**src/rtl/mux4_scan_driver_if.sv**
```systemverilog
// Bundle of the word handshake, result handshake and mux-facing bus for
// mux4_scan_driver. The slave modport is the driver's view. The master modport
// is the view of the surrounding environment (word source, result sink and the
// mux producing a).
//
// Handshake semantics (both directions): a transfer happens at a rising clk
// edge where valid and ready are both high. A source holds valid and its data
// stable until that edge. A sink may raise or lower ready freely. in_ready
// depends on driver state only, never combinationally on in_valid.
interface mux4_scan_driver_if;
  logic       in_valid;
  logic       in_ready;
  logic [3:0] in_data;
  logic [3:0] d;
  logic [1:0] s;
  logic       a;
  logic       out_valid;
  logic       out_ready;
  logic [3:0] out_data;
  logic       err;
  logic [1:0] state_dbg;

  modport slave (
    input  in_valid, in_data, out_ready, a,
    output in_ready, d, s, out_valid, out_data, err, state_dbg
  );

  modport master (
    output in_valid, in_data, out_ready, a,
    input  in_ready, d, s, out_valid, out_data, err, state_dbg
  );
endinterface

```
**src/rtl/mux4_scan_driver.sv**
```systemverilog
// Scan driver for a 4:1 mux. It accepts a 4-bit word and holds it on the mux
// data inputs. It then walks the select through 0..3 and holds each value for
// DWELL cycles. At the end of each dwell window it samples the mux output. The
// reassembled word is returned with a flag that is set when the word does not
// match what was applied.
module mux4_scan_driver #(
  parameter int DWELL = 1
) (
  input logic              clk,
  input logic              rst,
  mux4_scan_driver_if.slave bus
);

  typedef enum logic [1:0] {
    IDLE = 2'd0,
    SCAN = 2'd1,
    DONE = 2'd2
  } state_t;

  // The dwell counter runs 0..DWELL-1, so 8 bits cover the full 1..255 range.
  localparam logic [7:0] LAST_CNT = 8'(DWELL - 1);

  state_t     state;
  state_t     next_state;
  logic [7:0] cnt_q;
  logic [3:0] d_q;
  logic [1:0] s_q;
  logic [3:0] capture_q;
  logic       out_valid_q;
  logic [3:0] out_data_q;
  logic       err_q;

  logic       accept;
  logic       window_end;
  logic       last_step;
  logic       release_out;
  logic [3:0] final_word;

  // On the closing edge of the last window, bit 3 comes straight from a.
  // This lets the result register load at the same edge that DONE is entered.
  assign final_word = {bus.a, capture_q[2:0]};

  // State register
  always_ff @(posedge clk or posedge rst) begin
    if (rst) begin
      state <= IDLE;
    end else begin
      state <= next_state;
    end
  end

  // Next-state logic
  always_comb begin
    next_state = state;
    case (state)
      IDLE:    if (accept)      next_state = SCAN;
      SCAN:    if (last_step)   next_state = DONE;
      DONE:    if (release_out) next_state = IDLE;
      default:                  next_state = IDLE;
    endcase
  end

  // FSM outputs: ready, and the strobes that steer the datapath
  always_comb begin
    bus.in_ready = (state == IDLE);
    accept       = (state == IDLE) && bus.in_valid;
    window_end   = (state == SCAN) && (cnt_q == LAST_CNT);
    last_step    = window_end && (s_q == 2'd3);
    release_out  = (state == DONE) && bus.out_ready;
  end

  // Datapath: applied word, select stepping, dwell timing, capture and result
  always_ff @(posedge clk or posedge rst) begin
    if (rst) begin
      d_q         <= 4'd0;
      s_q         <= 2'd0;
      cnt_q       <= 8'd0;
      capture_q   <= 4'd0;
      out_valid_q <= 1'b0;
      out_data_q  <= 4'd0;
      err_q       <= 1'b0;
    end else begin
      if (accept) begin
        d_q       <= bus.in_data;
        s_q       <= 2'd0;
        cnt_q     <= 8'd0;
        capture_q <= 4'd0;
      end else if (state == SCAN) begin
        if (window_end) begin
          capture_q[s_q] <= bus.a;
          cnt_q          <= 8'd0;
          if (s_q != 2'd3) begin
            s_q <= s_q + 2'd1;
          end
        end else begin
          cnt_q <= cnt_q + 8'd1;
        end
      end

      // out_data and d intentionally hold after release; only valid/err drop.
      if (last_step) begin
        out_valid_q <= 1'b1;
        out_data_q  <= final_word;
        err_q       <= (final_word != d_q);
      end else if (release_out) begin
        out_valid_q <= 1'b0;
        err_q       <= 1'b0;
      end
    end
  end

  assign bus.d         = d_q;
  assign bus.s         = s_q;
  assign bus.out_valid = out_valid_q;
  assign bus.out_data  = out_data_q;
  assign bus.err       = err_q;
  assign bus.state_dbg = state;

endmodule

```
**src/flat_wrapper.sv**
```systemverilog
// flat-port wrapper written by rule: the top's interface ports become plain ports
module mux4_scan_driver_flat 
#(
  parameter int DWELL = 1
)
  (clk, rst, bus_in_valid, bus_in_data, bus_out_ready, bus_a, bus_in_ready, bus_d, bus_s, bus_out_valid, bus_out_data, bus_err, bus_state_dbg);
  mux4_scan_driver_if bus_i ();
  input logic clk;
  input logic rst;
  input wire logic [$bits(bus_i.in_valid)-1:0] bus_in_valid;
  input wire logic [$bits(bus_i.in_data)-1:0] bus_in_data;
  input wire logic [$bits(bus_i.out_ready)-1:0] bus_out_ready;
  input wire logic [$bits(bus_i.a)-1:0] bus_a;
  output wire logic [$bits(bus_i.in_ready)-1:0] bus_in_ready;
  output wire logic [$bits(bus_i.d)-1:0] bus_d;
  output wire logic [$bits(bus_i.s)-1:0] bus_s;
  output wire logic [$bits(bus_i.out_valid)-1:0] bus_out_valid;
  output wire logic [$bits(bus_i.out_data)-1:0] bus_out_data;
  output wire logic [$bits(bus_i.err)-1:0] bus_err;
  output wire logic [$bits(bus_i.state_dbg)-1:0] bus_state_dbg;
  assign bus_i.in_valid = bus_in_valid;
  assign bus_i.in_data = bus_in_data;
  assign bus_i.out_ready = bus_out_ready;
  assign bus_i.a = bus_a;
  assign bus_in_ready = bus_i.in_ready;
  assign bus_d = bus_i.d;
  assign bus_s = bus_i.s;
  assign bus_out_valid = bus_i.out_valid;
  assign bus_out_data = bus_i.out_data;
  assign bus_err = bus_i.err;
  assign bus_state_dbg = bus_i.state_dbg;
  mux4_scan_driver #(.DWELL(DWELL)) u_core (.clk(clk), .rst(rst), .bus(bus_i));
endmodule
```
**config.mk**
```make
export PLATFORM = sky130hd
export DESIGN_NAME = mux4_scan_driver_flat
export DESIGN_NICKNAME = d
export VERILOG_FILES = /design/src/rtl/mux4_scan_driver_if.sv /design/src/rtl/mux4_scan_driver.sv /design/src/flat_wrapper.sv
export SDC_FILE = /design/constraint.sdc
export NUM_CORES = 1
export LEC_CHECK = 0
export CAP_MARGIN = 40
export CORE_MARGIN = 1
export CORE_UTILIZATION = 43
export CTS_CLUSTER_SIZE = 28
export DETAILED_ROUTE_END_ITERATION = 6
export PLACE_DENSITY = 0.7
export SLEW_MARGIN = 20
export SYNTH_ARGS = -nofsm -noshare
export SYNTH_HDL_FRONTEND = slang
export SYNTH_SLANG_ARGS = --single-unit
```
**constraint.sdc**
```tcl
create_clock -name clk -period 1.9 [get_ports clk]
set_input_delay 0.57 -clock clk [delete_from_list [all_inputs] [get_ports clk]]
set_output_delay 0.57 -clock clk [all_outputs]
set_load 0.005 [all_outputs]
```
* Yosys cells after proc, flatten, opt, wreduce, memory -nomap -nowiden
Cells that the tools add are included.
** Cells by class
- $add $sub $neg :: 2
- Multiply operators :: 0
- Divide/modulo/power cells :: 0
- Order comparisons :: 2
- Equal/unequal tests :: 8
- Shift-type cells :: 0
- Muxes and demuxes :: 20
- Bitwise logic cells :: 0
- Reductions and logical operators :: 14
** Operator list (number)
- 2-to-1 mux 8 bit :: 3
- 2-to-1 mux 2 bit :: 7
- 2-to-1 mux 4 bit :: 3
- adder 8 x 1 -> 8 bit (second input constant) :: 1
- logical NOT 8 bit :: 1
- nonzero test 2 bit :: 4
- inequality test 2 x 1 -> 1 bit (second input constant) :: 3
- case mux 2 bit (3 select lines) :: 1
- AND reduction 3 bit :: 2
- logical AND 1 bit :: 5
- bitwise mux 4 bit :: 1
- == test 2 bit (second input constant) :: 2
- 2-to-1 mux 1 bit :: 4
- inequality test 4 bit :: 1
- < comparator 2 x 3 -> 1 bit (second input constant) :: 1
- adder 2 x 1 -> 2 bit (second input constant) :: 1
- demux 1 bit (select 2 bit) :: 1
- == test 2 x 1 -> 1 bit (second input constant) :: 1
- >= comparator 2 x 1 -> 1 bit (second input constant) :: 1
- logical NOT 2 bit :: 1
- inequality test 2 bit (second input constant) :: 1
- AND reduction 2 bit :: 1
** Storage, ports and cells
- Bits in registers :: 26
- Latch bits :: 0
- RAM bits :: 0
- Memory bits (read-only) :: 0
- Input bits :: 9
- Output and inout bits :: 15
- Word-level logic and storage cells :: 54
- Memories :: 0

* Longest topological paths before layout
Gate-level depths: netlist (run 1).
- Depth after elaboration :: 8
- Mapped depth :: 5
- Mapped depth without buffers :: 5

* Least setup slack after synthesis (run 1)
Ideal clock, no wire load.
- Path type :: reg2reg
- Start point :: register u_core.cnt_q[0]
- End point :: register u_core.s_q[0] (netlist: u_core.bus.s[0])
- Setup time :: 123 ps
- Arrival :: 1667 ps
- Required time :: 1777 ps
- Setup slack :: 110 ps
- Stages on the path, launching flop included :: 6
- Buffers on the path :: 0
- Period minus slack after synthesis :: 1790 ps
- Path through :: dfrtp_1 -> inv_1 -> ha_1 -> or3b_2 -> or4_4 -> mux2i_1
** Between the ends
- Cells in the longest elaborated chain, start to end :: 4
** RTL lines
- start: declaration :: RTL line mux4_scan_driver.sv:25 : logic [7:0] cnt_q;
- start signal: assignment :: RTL line mux4_scan_driver.sv:96 : cnt_q <= cnt_q + 8'd1;
- logical NOT 8 bit :: RTL line mux4_scan_driver.sv:67 : window_end = (state == SCAN) && (cnt_q == LAST_CNT);
- logical AND 1 bit :: RTL line mux4_scan_driver.sv:67
- nonzero test 2 bit (no line)
- AND reduction 3 bit (no line)
- end signal: assignment :: RTL line mux4_scan_driver.sv:93 : s_q <= s_q + 2'd1;
- end: declaration :: RTL line mux4_scan_driver.sv:27 : logic [1:0] s_q;
No other way between the ends.
A chain may end at the register's enable or synchronous reset.

* Final worst setup path (run 1)
- Start point :: register u_core.s_q[1] (netlist: u_core.bus.s[1])
- End point :: output bus_s[1]
** RTL lines
- end: declaration :: RTL line flat_wrapper.sv:16 : output wire logic [$bits(bus_i.s)-1:0] bus_s;
No word-level cell between the ends.

==> results of run 1 <==
## final cells by class
type | count | area [um2]
fill | 234 | 1076
sequential | 25 | 628.1
multi-input combinational | 84 | 623.1
timing repair buffer | 39 | 351.6
tap | 31 | 38.79
inverter | 9 | 33.78
clock buffer | 3 | 22.52
clock inverter | 1 | 7.507
## flip-flops by register name, indices dropped and copies added (netlist names)
signal and count:
u_core.cnt_q 8, u_core.bus.out_data 4, u_core.bus.d 4, u_core.bus.err 1
u_core.bus.s 2, u_core.capture_q 3, u_core.bus.state_dbg 2, u_core.bus.out_valid 1
## timing repair
action | in CTS | in global routing
setup endpoints to repair | 3 | 10
resized for setup | 3 | 3
setup buffers | 3 | 2
pin swaps | 0 | 0
endpoints found under the hold margin | 0 | 0
## worst min-delay path, stage by stage, from the launching register on
cell     delay (ps)
dfrtp_1         380
nand2_1          50
nand2_1          60
## worst paths after layout
| kind | end | slack [ps] |
|---|---|---|
| max | bus_s[1] | 70 |
| min | u_core.bus.out_valid | 510 |
| max reg2reg | u_core.bus.s[1] | 130 |
| min reg2reg | u_core.bus.out_valid | 510 |
| max in group asynchronous | u_core.bus.state_dbg[0] | 1060 |
| min in group asynchronous | u_core.cnt_q[5] | 580 |
## metal layers
metal	wire length (um)	track usage	vias up
li1	-	-	507
met1	1250	0.2574	537
met4	24	0.06272	0
met3	85	0.02304	2
met2	1359	0.3008	19
met5	0	0	-
## synthesized netlist by cell type (2+ instances only)
cell type | instances | share of area
dfrtp_1 | 25 | 0.49
nand2_1 | 14 | 0.041
inv_1 | 9 | 0.026
mux2_2 | 8 | 0.070
o21ai_0 | 8 | 0.031
ha_1 | 6 | 0.059
mux2i_1 | 6 | 0.047
a21oi_1 | 5 | 0.020
nand4_1 | 4 | 0.020
xor2_1 | 4 | 0.027
nand3_1 | 3 | 0.012
o31ai_1 | 3 | 0.018
or3_1 | 3 | 0.015
clkbuf_1 | 2 | 0.0059
nand2b_1 | 2 | 0.0098
nand3b_1 | 2 | 0.012
nor2b_1 | 2 | 0.0098
nor4_1 | 2 | 0.0098
or3b_2 | 2 | 0.014
or4_4 | 2 | 0.018
## cell families (layout without fill, tap and decap cells)
group,count (synthesis),after routing
compound gates,19,19
simple gates,41,41
mux,14,14
buf+inv,11,52
xor+xnor,4,4
fa+ha+maj,6,6
flops,25,25
## metrics by stage
stage	cell area [um2]	TNS (ps)
2_1_floorplan	1282	0
3_3_place_gp	1627	-1908
3_5_place_dp	1627	-2186
4_1_cts	1680	0
5_1_grt	1705	0
6_report	1705	0
## power by group through the flow
stage                     combinational (W)  clock, W  sequential, W
after floorplan                    0.000626         0       0.000876
after global placement              0.00114         0       0.000876
after detailed placement            0.00116         0       0.000890
after CTS                           0.00124  0.000256       0.000854
after global routing                0.00142  0.000283       0.000868
final                               0.00129  0.000255       0.000840
==> flow_metrics.env, run 1 <==
export IMPL_die_w_um=56.61
export IMPL_drtAntennaViolNets=0
export IMPL_ys_seq_area_frac=0.4878
export IMPL_die_area_um2=3205
export IMPL_synthMuxAreaShare=0.1171
export IMPL_finalPower_w=0.002383
export IMPL_power_switching_w=0.0008476
export IMPL_cap_viol_max_count=0
export IMPL_crit_path_end_kind="primary output"
export IMPL_reg2reg_from="u_core.cnt_q[5]"
export IMPL_synthSimpleGateAreaFrac=0.1902
export IMPL_vias=1065
export IMPL_cts_hold_buf=0
export IMPL_avgSynthCellArea_um2=10.69
export IMPL_min_from="u_core.bus.out_valid"
export IMPL_drt_iter0_drc=28
export IMPL_synth_cells=120
export IMPL_cts_sinks=25
export IMPL_syn2layout_area_growth_pct=32.98
export IMPL_worstPathBufferInverterCount=1
export IMPL_antenna_found_initial=0
export IMPL_arrival_ps=1260
export IMPL_slew_headroom=0.7213
export IMPL_final_cells=192
export IMPL_cts_tree="built"
export IMPL_p_int_w=0.001536
export IMPL_ys_warn_count=0
export IMPL_chipHeight_um=56.61
export IMPL_hold_path_class="reg -> reg"
export IMPL_num_antenna_cells=0
export IMPL_dpl_hpwl_um=1930
export IMPL_clock_latency_ps=320
export IMPL_finalCritPeriodShare=0.9611
export IMPL_firstDrtPassIters=4
export IMPL_wl_per_cell_um=14.16
export IMPL_coreArea_um2=2781
export IMPL_initial_utilization=0.4611
export IMPL_cp_slowest_cell="clkdlybuf4s50_1"
export IMPL_worst_clock_skew_ps=1.675
export IMPL_io_pins=24
export IMPL_critical_path_top_delay_family="buffers and inverters"
export IMPL_drt_wl_total_um=2719
export IMPL_row_count=19
export IMPL_synth_async_sr_flop_share=1.000
export IMPL_syn_area_um2=1282
export IMPL_overflow=0
export IMPL_drv_slew=0
export IMPL_outcome="finished, final reports clean"
export IMPL_rsz0062_at_grt="false"
export IMPL_dp_slack_ps=-241.1
export IMPL_synthDistinctLibCells=28
export IMPL_swShare=0.3556
export IMPL_path_max_fanout=4
export IMPL_worstPathCellList="clkdlybuf4s50_1"
export IMPL_synthesis_nets=135
export IMPL_dp_cells=183
export IMPL_numCtsBuffers=3
export IMPL_leakage_nw=0.7947
export IMPL_synth_seq_cells=25
export IMPL_vias_per_cell=5.547
export IMPL_holdWs_ps=507.9
export IMPL_grt_usage=0.1859
export IMPL_p_per_area_nw_per_um2=1397
export IMPL_ir_drop_mv=1.041
export IMPL_whs_path_depth=2
export IMPL_grt_pass1_wl_um=4657
export IMPL_grt_pass1_vias=1036
export IMPL_pwr_share_comb=0.540
export IMPL_path_class="reg -> out"
export IMPL_tightest_slew_ps=415.5
export IMPL_crit_required_ps=1330
export IMPL_drc=0
export IMPL_synth_top_flop_cell="dfrtp_1"
export IMPL_clk_pin_slew_ps=150
export IMPL_final_util=0.6131
export IMPL_cp_num_cells=1
export IMPL_setup_ws_ps=73.90
export IMPL_startpoint="u_core.bus.s[1]"
export IMPL_clock_root_buffer="clkbuf_4"
export IMPL_layout_common_cells="23 x dfrtp_1, 21 x clkdlybuf4s50_1, 16 x buf_4"
export IMPL_synthAdderAreaFrac=0.05854
export IMPL_synthXorXnorAreaFrac=0.02732
export IMPL_gp_congestion=0.7664
export IMPL_seqPwrFrac=0.353
export IMPL_start_kind="flop"
export IMPL_synth_edf_count=0
export IMPL_clockBufferDepth=2
export IMPL_critPathMaxStageDelay_ps=520
export IMPL_reg2reg_depth=3
export IMPL_final_nets=177
export IMPL_grt_start_max_net_pins=26
export IMPL_drive_gt1_frac=0.2298
export IMPL_finalCriticalPeriod_ps=1826
export IMPL_synth_compound_area_frac=0.08683
export IMPL_synth_top_family_by_area="simple AND/OR/NAND/NOR gates"
export IMPL_finalSetupViolCount=0
export IMPL_max_freq_mhz=547.6
export IMPL_clkPwrFrac=0.107
export IMPL_portBuffers=23
export IMPL_hold_violations=0
export IMPL_htreeDepth=1
export IMPL_final_common_cell="dfrtp_1"
No activity file was read; power rests on OpenSTA's default activity.
==> run 2: changes to the inputs <==
--- a/config.mk
+++ b/config.mk
@@ -10,7 +10,7 @@
 export CORE_UTILIZATION = 43
 export CTS_CLUSTER_SIZE = 28
 export DETAILED_ROUTE_END_ITERATION = 6
-export PLACE_DENSITY = 0.7
+export PLACE_DENSITY_LB_ADDON = 0.25
 export SLEW_MARGIN = 20
 export SYNTH_ARGS = -nofsm -noshare
 export SYNTH_HDL_FRONTEND = slang
==> run 2 against run 1 <==
Via count shrank 0.85%. Largest power group unchanged. Sequential share of layout area is 1.4 points lower. Clock skew rose by 1.1 ps. Largest cell class unchanged.
==> flow_metrics.env, run 2 (synthesized netlist as in run 1, its figures left out) <==
export IMPL_drv_slew=0
export IMPL_row_count=19
export IMPL_tightest_slew_ps=482.6
export IMPL_met1_usage=0.2722
export IMPL_cts_tree="built"
export IMPL_drc=0
export IMPL_vias=1056
export IMPL_grt_start_max_net_pins=26
export IMPL_drt_iter0_drc=36
export IMPL_htreeDepth=1
export IMPL_wl_per_cell_um=14.24
export IMPL_crit_path_end_kind="primary output"
export IMPL_hold_violations=0
export IMPL_dp_cells=188
export IMPL_final_cells=200
export IMPL_grt_pass1_vias=1094
export IMPL_vias_per_cell=5.280
export IMPL_final_common_cell="buf_4"
export IMPL_setup_tns_ps=0
export IMPL_rsz0062_at_grt="false"
export IMPL_use_met3=0.02995
export IMPL_numCtsBuffers=3
export IMPL_ir_drop_mv=1.256
export IMPL_portBuffers=23
export IMPL_dpl_hpwl_um=1929
export IMPL_regMostFlops="u_core.cnt_q"
export IMPL_syn2layout_area_growth_pct=38.05
export IMPL_path_class="reg -> out"
export IMPL_initial_utilization=0.4611
export IMPL_final_nets=185
export IMPL_critical_path_top_delay_family="buffers and inverters"
export IMPL_outcome="finished, final reports clean"
export IMPL_num_antenna_cells=0
export IMPL_worst_clock_skew_ps=2.732
export IMPL_met2_usage=0.3042
export IMPL_finalSetupViolCount=0
export IMPL_overflow=0
export IMPL_clk_pin_slew_ps=150
export IMPL_coreArea_um2=2781
export IMPL_io_pins=24
export IMPL_drt_wl_total_um=2847
export IMPL_path_max_fanout=3
export IMPL_grt_usage=0.1944
export IMPL_die_w_um=56.61
export IMPL_firstDrtPassIters=4
export IMPL_slew_headroom=0.6753
export IMPL_drtAntennaViolNets=0
export IMPL_chipHeight_um=56.61
export IMPL_leakage_nw=0.8493
export IMPL_largest_reg_flops=8
export IMPL_clock_root_buffer="clkbuf_4"
export IMPL_max_freq_mhz=545.5
export IMPL_grt_pass1_wl_um=4885
export IMPL_start_kind="flop"
export IMPL_clock_latency_ps=330
export IMPL_grt_busiest_layer="met2"
export IMPL_crit_required_ps=1330
export IMPL_antenna_found_initial=0
export IMPL_layout_common_cells="24 x buf_4, 23 x dfrtp_1, 19 x clkdlybuf4s50_1"
export IMPL_arrival_ps=1260
export IMPL_final_util=0.6365
export IMPL_gp_congestion=0.8256
export IMPL_critPathMaxStageDelay_ps=530
export IMPL_die_area_um2=3205
export IMPL_finalCriticalPeriod_ps=1833
export IMPL_worstPathCellList="clkdlybuf4s50_1"
export IMPL_finalCritPeriodShare=0.9648
export IMPL_cts_sinks=25
export IMPL_hold_path_class="reg -> reg"
export IMPL_cap_viol_max_count=0
export IMPL_drive_gt1_frac=0.2663
export IMPL_worstPathBufferInverterCount=1
export IMPL_clockBufferDepth=2
export IMPL_p_per_area_nw_per_um2=1410
export IMPL_cp_slowest_cell="clkdlybuf4s50_1"
-- run 2: cell types whose count changed in the layout (fill, tap and decap cells not counted), sizes merged --
cell / previous run / this run
clkdlybuf4s50: 21 / 19
buf: 16 / 24
dlymetal6s2s: 1 / 3
-- run 2: report_power, final --
part | leakage (nW) | switching, W | total (W) | internal [W]
Clock | 0.0139 | 0.000174 | 0.000255 | 0.0000806
Combinational | 0.522 | 0.000578 | 0.00140 | 0.000817
Sequential | 0.314 | 0.000130 | 0.000845 | 0.000715
-- run 2: metal layers --
layer | up-vias | routed length, um | part of all wire
li1 | 524 | - | -
met1 | 511 | 1345 | 0.47
met2 | 15 | 1394 | 0.49
met3 | 6 | 62 | 0.022
met4 | 0 | 44 | 0.015
met5 | - | 0 | 0
-- run 2: path summary, 6_finish.rpt --
check	cells past startpoint	start	slack, ps	endpoint
setup / recovery	1	u_core.bus.d[3]	70	bus_d[3]
hold / removal	2	u_core.bus.out_valid	500	u_core.bus.out_valid
setup reg to reg	5	u_core.bus.state_dbg[1]	110	u_core.cnt_q[5]
hold reg to reg	2	u_core.bus.out_valid	500	u_core.bus.out_valid
max in group asynchronous	3	rst	1060	u_core.bus.state_dbg[1]
min in group asynchronous	3	rst	590	u_core.bus.out_valid
-- run 2: final cells by class --
type	count	area [um2]
Tap cell	31	38.79
Clock inverter	1	7.507
Clock buffer	3	22.52
Fill cell	233	1011
Inverter	9	33.78
Multi-Input combinational cell	84	623.1
Timing Repair Buffer	47	416.7
Sequential cell	25	628.1
-- run 2: timing repair --
action                     CTS  global route
setup buffers                5             3
setup endpoints to repair    4             6
gates resized for setup      4             4
hold buffers                 0             0
pin swaps                    0             0
-- run 2: stage by stage --
| step | hold slack [ps] | instance area, um2 | total power, W | worst slack (ps) |
|---|---|---|---|---|
| 6_report | 503.5 | 1770 | 0.002496 | 66.83 |
| 5_1_grt | 538.9 | 1770 | 0.002682 | 10.24 |
| 4_1_cts | 502.8 | 1738 | 0.002451 | 12.70 |
| 3_5_place_dp | 468.9 | 1664 | 0.002114 | -240.9 |
| 3_3_place_gp | 460.8 | 1664 | 0.002081 | -178.3 |
| 2_1_floorplan | 468.8 | 1282 | 0.001501 | 109.8 |
==> run 3: changes to the inputs <==
--- a/config.mk
+++ b/config.mk
@@ -6,7 +6,6 @@
 export NUM_CORES = 1
 export LEC_CHECK = 0
 export CAP_MARGIN = 40
-export CORE_MARGIN = 1
 export CORE_UTILIZATION = 43
 export CTS_CLUSTER_SIZE = 28
 export DETAILED_ROUTE_END_ITERATION = 6
==> results of run 3 <==
Final layout, timing and power as in run 2 (identical DEF).
